`config.mk`:
```
export PLATFORM = sky130hd
export DESIGN_NAME = axi_lite_regfile
export DESIGN_NICKNAME = d
export VERILOG_FILES = /design/src/rtl/axi_lite_regfile.sv
export SDC_FILE = /design/constraint.sdc
export NUM_CORES = 1
export LEC_CHECK = 0
export ABC_AREA = 1
export BUFFER_PORTS_ARGS = -buffer_cell sky130_fd_sc_hd__buf_4
export CAP_MARGIN = 10
export CORE_AREA = 5 5 255 257
export DETAILED_ROUTE_END_ITERATION = 8
export DIE_AREA = 0 0 260 262
export GPL_ROUTABILITY_DRIVEN = 0
export PLACE_DENSITY_LB_ADDON = 0.15
export SYNTH_ARGS = -nofsm -noshare
export SYNTH_HDL_FRONTEND = slang
export SYNTH_SLANG_ARGS = --single-unit
```
`constraint.sdc`:
```
create_clock -name aclk -period 1.58 [get_ports aclk]
set_input_delay 0.079 -clock aclk [delete_from_list [all_inputs] [get_ports aclk]]
set_output_delay 0.079 -clock aclk [all_outputs]
set_load 0.01 [all_outputs]
```
`src/rtl/axi_lite_regfile.sv`:
```
// axi_lite_regfile: parametrised AXI4-Lite slave register file.
// Read-write registers drive fabric logic through reg_out; read-only registers
// (RO_MASK bit set) return the matching hw_status_in slice on reads.
// Ports:
//   aclk, aresetn          clock, asynchronous active-low reset
//   aw*/w*/b*              AXI4-Lite write address, data and response channels
//   ar*/r*                 AXI4-Lite read address and data channels
//   hw_status_in           packed status inputs, slice i read when RO_MASK[i]=1
//   reg_out                packed register contents (RO slices read 0)
//   wr_pulse               one-cycle strobe per successful register write
module axi_lite_regfile #(
  parameter int unsigned ADDR_WIDTH = 32,
  parameter int unsigned DATA_WIDTH = 32,
  parameter int unsigned NUM_REGS   = 8,
  parameter logic [ADDR_WIDTH-1:0] BASE_ADDR = '0,
  parameter logic [NUM_REGS-1:0]   RO_MASK   = '0
) (
  input  logic                           aclk,
  input  logic                           aresetn,
  input  logic [ADDR_WIDTH-1:0]          awaddr,
  input  logic                           awvalid,
  output logic                           awready,
  input  logic [DATA_WIDTH-1:0]          wdata,
  input  logic [DATA_WIDTH/8-1:0]        wstrb,
  input  logic                           wvalid,
  output logic                           wready,
  output logic [1:0]                     bresp,
  output logic                           bvalid,
  input  logic                           bready,
  input  logic [ADDR_WIDTH-1:0]          araddr,
  input  logic                           arvalid,
  output logic                           arready,
  output logic [DATA_WIDTH-1:0]          rdata,
  output logic [1:0]                     rresp,
  output logic                           rvalid,
  input  logic                           rready,
  input  logic [NUM_REGS*DATA_WIDTH-1:0] hw_status_in,
  output logic [NUM_REGS*DATA_WIDTH-1:0] reg_out,
  output logic [NUM_REGS-1:0]            wr_pulse
);

  localparam int unsigned BPW    = DATA_WIDTH / 8;
  localparam int unsigned BSHIFT = $clog2(BPW);
  localparam int unsigned IDX_W  = $clog2(NUM_REGS);

  localparam logic [1:0] RESP_OKAY   = 2'b00;
  localparam logic [1:0] RESP_SLVERR = 2'b10;
  localparam logic [1:0] RESP_DECERR = 2'b11;

  // Address classification: below base or past the last register is a decode
  // error, a misaligned offset inside the window is a slave error.
  function automatic logic [1:0] decode_resp(input logic [ADDR_WIDTH-1:0] addr);
    logic [ADDR_WIDTH-1:0] off;
    off = addr - BASE_ADDR;
    if (addr < BASE_ADDR) return RESP_DECERR;
    if (off[BSHIFT-1:0] != '0) return RESP_SLVERR;
    if ((off >> BSHIFT) >= ADDR_WIDTH'(NUM_REGS)) return RESP_DECERR;
    return RESP_OKAY;
  endfunction

  function automatic logic [IDX_W-1:0] decode_idx(input logic [ADDR_WIDTH-1:0] addr);
    logic [ADDR_WIDTH-1:0] off;
    off = addr - BASE_ADDR;
    return IDX_W'(off >> BSHIFT);
  endfunction

  logic                  aw_held;
  logic                  w_held;
  logic [ADDR_WIDTH-1:0] aw_addr_q;
  logic [DATA_WIDTH-1:0] w_data_q;
  logic [BPW-1:0]        w_strb_q;
  logic [DATA_WIDTH-1:0] regs [NUM_REGS];

  logic [IDX_W-1:0]      wr_idx_c;
  logic [1:0]            wr_resp_c;
  logic                  commit_c;
  logic                  wr_en_c;
  logic [IDX_W-1:0]      rd_idx_c;
  logic [1:0]            rd_resp_c;
  logic [DATA_WIDTH-1:0] rd_data_c;

  // Ready signals: each slot accepts only while empty and no response pending.
  assign awready = aresetn & ~aw_held & ~bvalid;
  assign wready  = aresetn & ~w_held  & ~bvalid;
  assign arready = aresetn & ~rvalid;

  // Write decode from the held address; RO targets turn into slave errors.
  always_comb begin
    wr_idx_c  = decode_idx(aw_addr_q);
    wr_resp_c = decode_resp(aw_addr_q);
    if (wr_resp_c == RESP_OKAY && RO_MASK[wr_idx_c]) wr_resp_c = RESP_SLVERR;
    commit_c  = aw_held & w_held;
    wr_en_c   = commit_c & (wr_resp_c == RESP_OKAY);
  end

  // Read decode and data select from the live AR address.
  always_comb begin
    rd_idx_c  = decode_idx(araddr);
    rd_resp_c = decode_resp(araddr);
    rd_data_c = '0;
    if (rd_resp_c == RESP_OKAY) begin
      if (RO_MASK[rd_idx_c]) rd_data_c = hw_status_in[32'(rd_idx_c) * DATA_WIDTH +: DATA_WIDTH];
      else                   rd_data_c = regs[rd_idx_c];
    end
  end

  // Write slots, commit and B channel.
  always_ff @(posedge aclk or negedge aresetn) begin
    if (!aresetn) begin
      aw_held   <= 1'b0;
      w_held    <= 1'b0;
      aw_addr_q <= '0;
      w_data_q  <= '0;
      w_strb_q  <= '0;
      bvalid    <= 1'b0;
      bresp     <= RESP_OKAY;
      wr_pulse  <= '0;
    end else begin
      wr_pulse <= '0;
      if (awvalid && awready) begin
        aw_held   <= 1'b1;
        aw_addr_q <= awaddr;
      end
      if (wvalid && wready) begin
        w_held   <= 1'b1;
        w_data_q <= wdata;
        w_strb_q <= wstrb;
      end
      if (commit_c) begin
        aw_held <= 1'b0;
        w_held  <= 1'b0;
        bvalid  <= 1'b1;
        bresp   <= wr_resp_c;
        if (wr_en_c) wr_pulse <= NUM_REGS'(1) << wr_idx_c;
      end else if (bvalid && bready) begin
        bvalid <= 1'b0;
      end
    end
  end

  // Register storage with byte-strobe updates.
  always_ff @(posedge aclk or negedge aresetn) begin
    if (!aresetn) begin
      for (int unsigned i = 0; i < NUM_REGS; i++) regs[i] <= '0;
    end else if (wr_en_c) begin
      for (int unsigned k = 0; k < BPW; k++) begin
        if (w_strb_q[k]) regs[wr_idx_c][k*8 +: 8] <= w_data_q[k*8 +: 8];
      end
    end
  end

  // R channel: data captured at the AR handshake, held until rready.
  always_ff @(posedge aclk or negedge aresetn) begin
    if (!aresetn) begin
      rvalid <= 1'b0;
      rresp  <= RESP_OKAY;
      rdata  <= '0;
    end else if (arvalid && arready) begin
      rvalid <= 1'b1;
      rresp  <= rd_resp_c;
      rdata  <= rd_data_c;
    end else if (rvalid && rready) begin
      rvalid <= 1'b0;
    end
  end

  // RO slices are driven to zero on reg_out.
  for (genvar g = 0; g < NUM_REGS; g++) begin : g_out
    assign reg_out[g*DATA_WIDTH +: DATA_WIDTH] = RO_MASK[g] ? '0 : regs[g];
  end

endmodule

```
==> results.toml <==
[die]
ios = 668
fp.dieW_um = 260
core.rowCount = 92
start_util_pct = 29.4
coreArea_um2 = 62500
die-height_um = 262
dieArea_um2 = 68100

[timing]
rsz0062_at_grt = "yes"
drv_slew = 0
final-setup-viol-count = 280
fin_worst_skew_ns = 0.0146
timing.fmax_mhz = 535
fin_ws_ns = -0.290
slew_headroom_pct = 54.0
hold_viol_final = 0
period_share_pct = 118
tightest_slew_ns = 0.690
min_period_ns = 1.87

[logic_synthesis]
synth_warnings = 0
yosysMostFrequentCell = "nand2_1"
synth_commonest_cells = "855 x nand2_1, 372 x dfrtp_1, 260 x nand4_1"
synth_area_per_cell_um2 = 8.62
synth.area.top_cells = "dfrtp_1 51%, nand2_1 17%, nand4_1 8.9%"
synthFlopType = "dfrtp_1"
synthArstFlopShare_pct = 100
syn-num-nets = 2495
synth_edf_count = 0
synth_top_area_share_pct = 50.7
synth.yosys.seq_area_share_pct = 50.7
syn_inst = 2132
synthDistinctLibCells = 34
synthesis.area_um2 = 18400
yosysTopAreaCell = "dfrtp_1"
synth-seq-cells = 372

[cells_and_area]
instances_no_fill = 3559
drive_gt1_share_pct = 34.9
nets = 3039
area_growth_pct = 45.0
final_util_pct = 42.6

[global_routing]
use_met2_pct = 34.2
grt_max_degree = 113
grt_pass1_wl_mm = 119
overflow = 0
busiest_layer = "met2"
use_met3_pct = 7.73
grt_usage_pct = 23.0
grt_pass1_vias = 17700
grt_antenna_before_repair = 1
use_met1_pct = 32.7

[detailed_routing]
drc = 0
drtPass1Iterations = 6
vias = 18200
drtIter0Drc = 1796
avgViaCountPerCell = 5.11
ant_nets = 0
wirelength_mm = 84.9
wl_per_cell_um = 23.8

[setup_path]
cp_max_fo = 19
slowest_stage = "dfrtp_1"
path_buf_inv = 4
cpMostUsedCell = "nand2_1"
critPathKind = "flop to flop"
slowest_delay_ns = 0.39
critPathTopFamily = "simple AND/OR/NAND/NOR gates"
required_ns = 2.08
crit_chain = "inv_2 > nand2_1 > nor2_2 > nand2_1 > nor2_1 > nand2_1 > nor2_4 > buf_6 > buf_12 > buf_12 > nand4_1 > nand2_2"
cp-start-kind = "flop"
cp.arrival_ns = 2.37
worstSetupEndpointType = "flop"

[placement]
port-buffer-count = 411
dp_hpwl_mm = 57.5
placedCellCount = 3369

[power_and_ir_drop]
power_density_nw_per_um2 = 1170
p_leak_nw = 13.4
ir_drop_mv = 0.911

[run_status]
outcome = "finished with violations"
failed_checks = "setup timing"

[cts]
numCtsBuffers = 45
cts.sinks = 372
path_clk_slew_ns = 0.06
cts_buffer_depth = 3
htreeDepth = 2
root_buffer = "clkbuf_16"
cts_tree = "yes"
clock_latency_ns = 0.57

[flow_run]
maxCapViolations = 0

[hold_path]
holdCritPathClass = "primary input to flop"
-- repair_timing --
item,CTS,global route
cloned,2,14
hold endpoints to repair,351,0
gates resized for setup,44,146
setup buffers,4,12
hold buffers,75,0
setup endpoints to repair,262,328
pin swaps,18,40
-- power by group --
| group | leakage, nW | switching (W) | internal, W |
|---|---|---|---|
| clock network | 0.773 | 0.00439 | 0.00645 |
| registers | 5.01 | 0.00225 | 0.0104 |
| logic | 7.64 | 0.00466 | 0.00313 |
-- sequential cells by signal, indices dropped and copies added (netlist names) --
name	flops
rresp	2
bvalid	1
aw_held	1
reg_out	256
rdata	32
w_data_q	32
w_held	1
rvalid	1
aw_addr_q	32
w_strb_q	4
bresp	2
wr_pulse	8
-- cells by family (layout without fill, tap and decap cells) --
kind of cell / after synthesis / after routing / share of synthesized area [%]
and+or+nand+nor: 1392 / 1392 / 36.5
muxes: 49 / 49 / 3.00
AOI/OAI and AO/OA: 94 / 94 / 2.59
other: 0 / 2 / 0
buffers and inverters: 225 / 804 / 7.28
DFF: 372 / 372 / 50.7
-- metal layers --
metal,wire length [um],up-vias
li1,-,8297
met1,37200,8941
met2,37100,850
met3,9050,99
met4,1470,0
met5,0,-
-- area by class of cell --
class,instances,area [um2]
Antenna cell,2,5.00
Tap cell,846,1060
Sequential cell,372,9320
Clock inverter,23,233
Inverter,40,170
Multi-Input combinational cell,1535,8200
Fill cell,6055,35900
Clock buffer,59,1300
Timing Repair Buffer,682,6370
-- tightest hold or removal path, stage by stage --
cell	delay (ns)
buf_4	0.18
nand2_1	0.08
nand2_1	0.09
nand3_1	0.08
nand2_1	0.05
-- metrics by stage --
stage | instance area (um2) | setup TNS, ns | setup slack (ns) | hold slack (ns) | power (W)
4_1_cts | 25800 | -47.40 | -0.232 | 0.0232 | 0.0311
3_5_place_dp | 23300 | -50.58 | -0.281 | 0.247 | 0.0199
2_1_floorplan | 18400 | 0 | 0.0443 | -0.217 | 0.0166
3_3_place_gp | 23300 | -49.00 | -0.262 | 0.264 | 0.0199
6_report | 26700 | -58.42 | -0.290 | 0.0439 | 0.0313
5_1_grt | 26700 | -98.90 | -0.430 | 0.0520 | 0.0325
-- path summary, 6_finish.rpt --
| kind | from | endpoint | slack, ns | depth (start not counted) |
|---|---|---|---|---|
| setup / recovery | aw_addr_q[12] | reg_out[23] | -0.29 | 12 |
| hold / removal | araddr[4] | rdata[23] | 0.04 | 5 |
| setup reg to reg | aw_addr_q[12] | reg_out[23] | -0.29 | 12 |
| hold reg to reg | rdata[25] | rdata[25] | 0.48 | 2 |
| max in group asynchronous | aresetn | aw_addr_q[30] | 0.18 | 5 |
| min in group asynchronous | aresetn | w_data_q[13] | 0.30 | 4 |
-- cell usage in the layout, fill, tap and decap left out, drive strengths merged --
| cell type | synthesis | layout |
|---|---|---|
| mux2 | 49 | 49 |
| clkinv | 1 | 18 |
| dfrtp | 372 | 372 |
| clkinvlp | 0 | 1 |
| nor3 | 14 | 14 |
| diode | 0 | 2 |
| buf | 127 | 597 |
| a22oi | 1 | 1 |
| dlygate4sd3 | 0 | 75 |
| nand4 | 290 | 290 |
| inv | 39 | 40 |
| o22ai | 2 | 2 |
| nand2 | 856 | 856 |
| nand3 | 143 | 143 |
| or2 | 16 | 16 |
| clkbuf | 58 | 69 |
| a21oi | 51 | 51 |
| nor2 | 72 | 72 |
| o21ai | 40 | 40 |
| and2 | 1 | 1 |
| bufinv | 0 | 4 |
(Power assumes the default switching activity.)
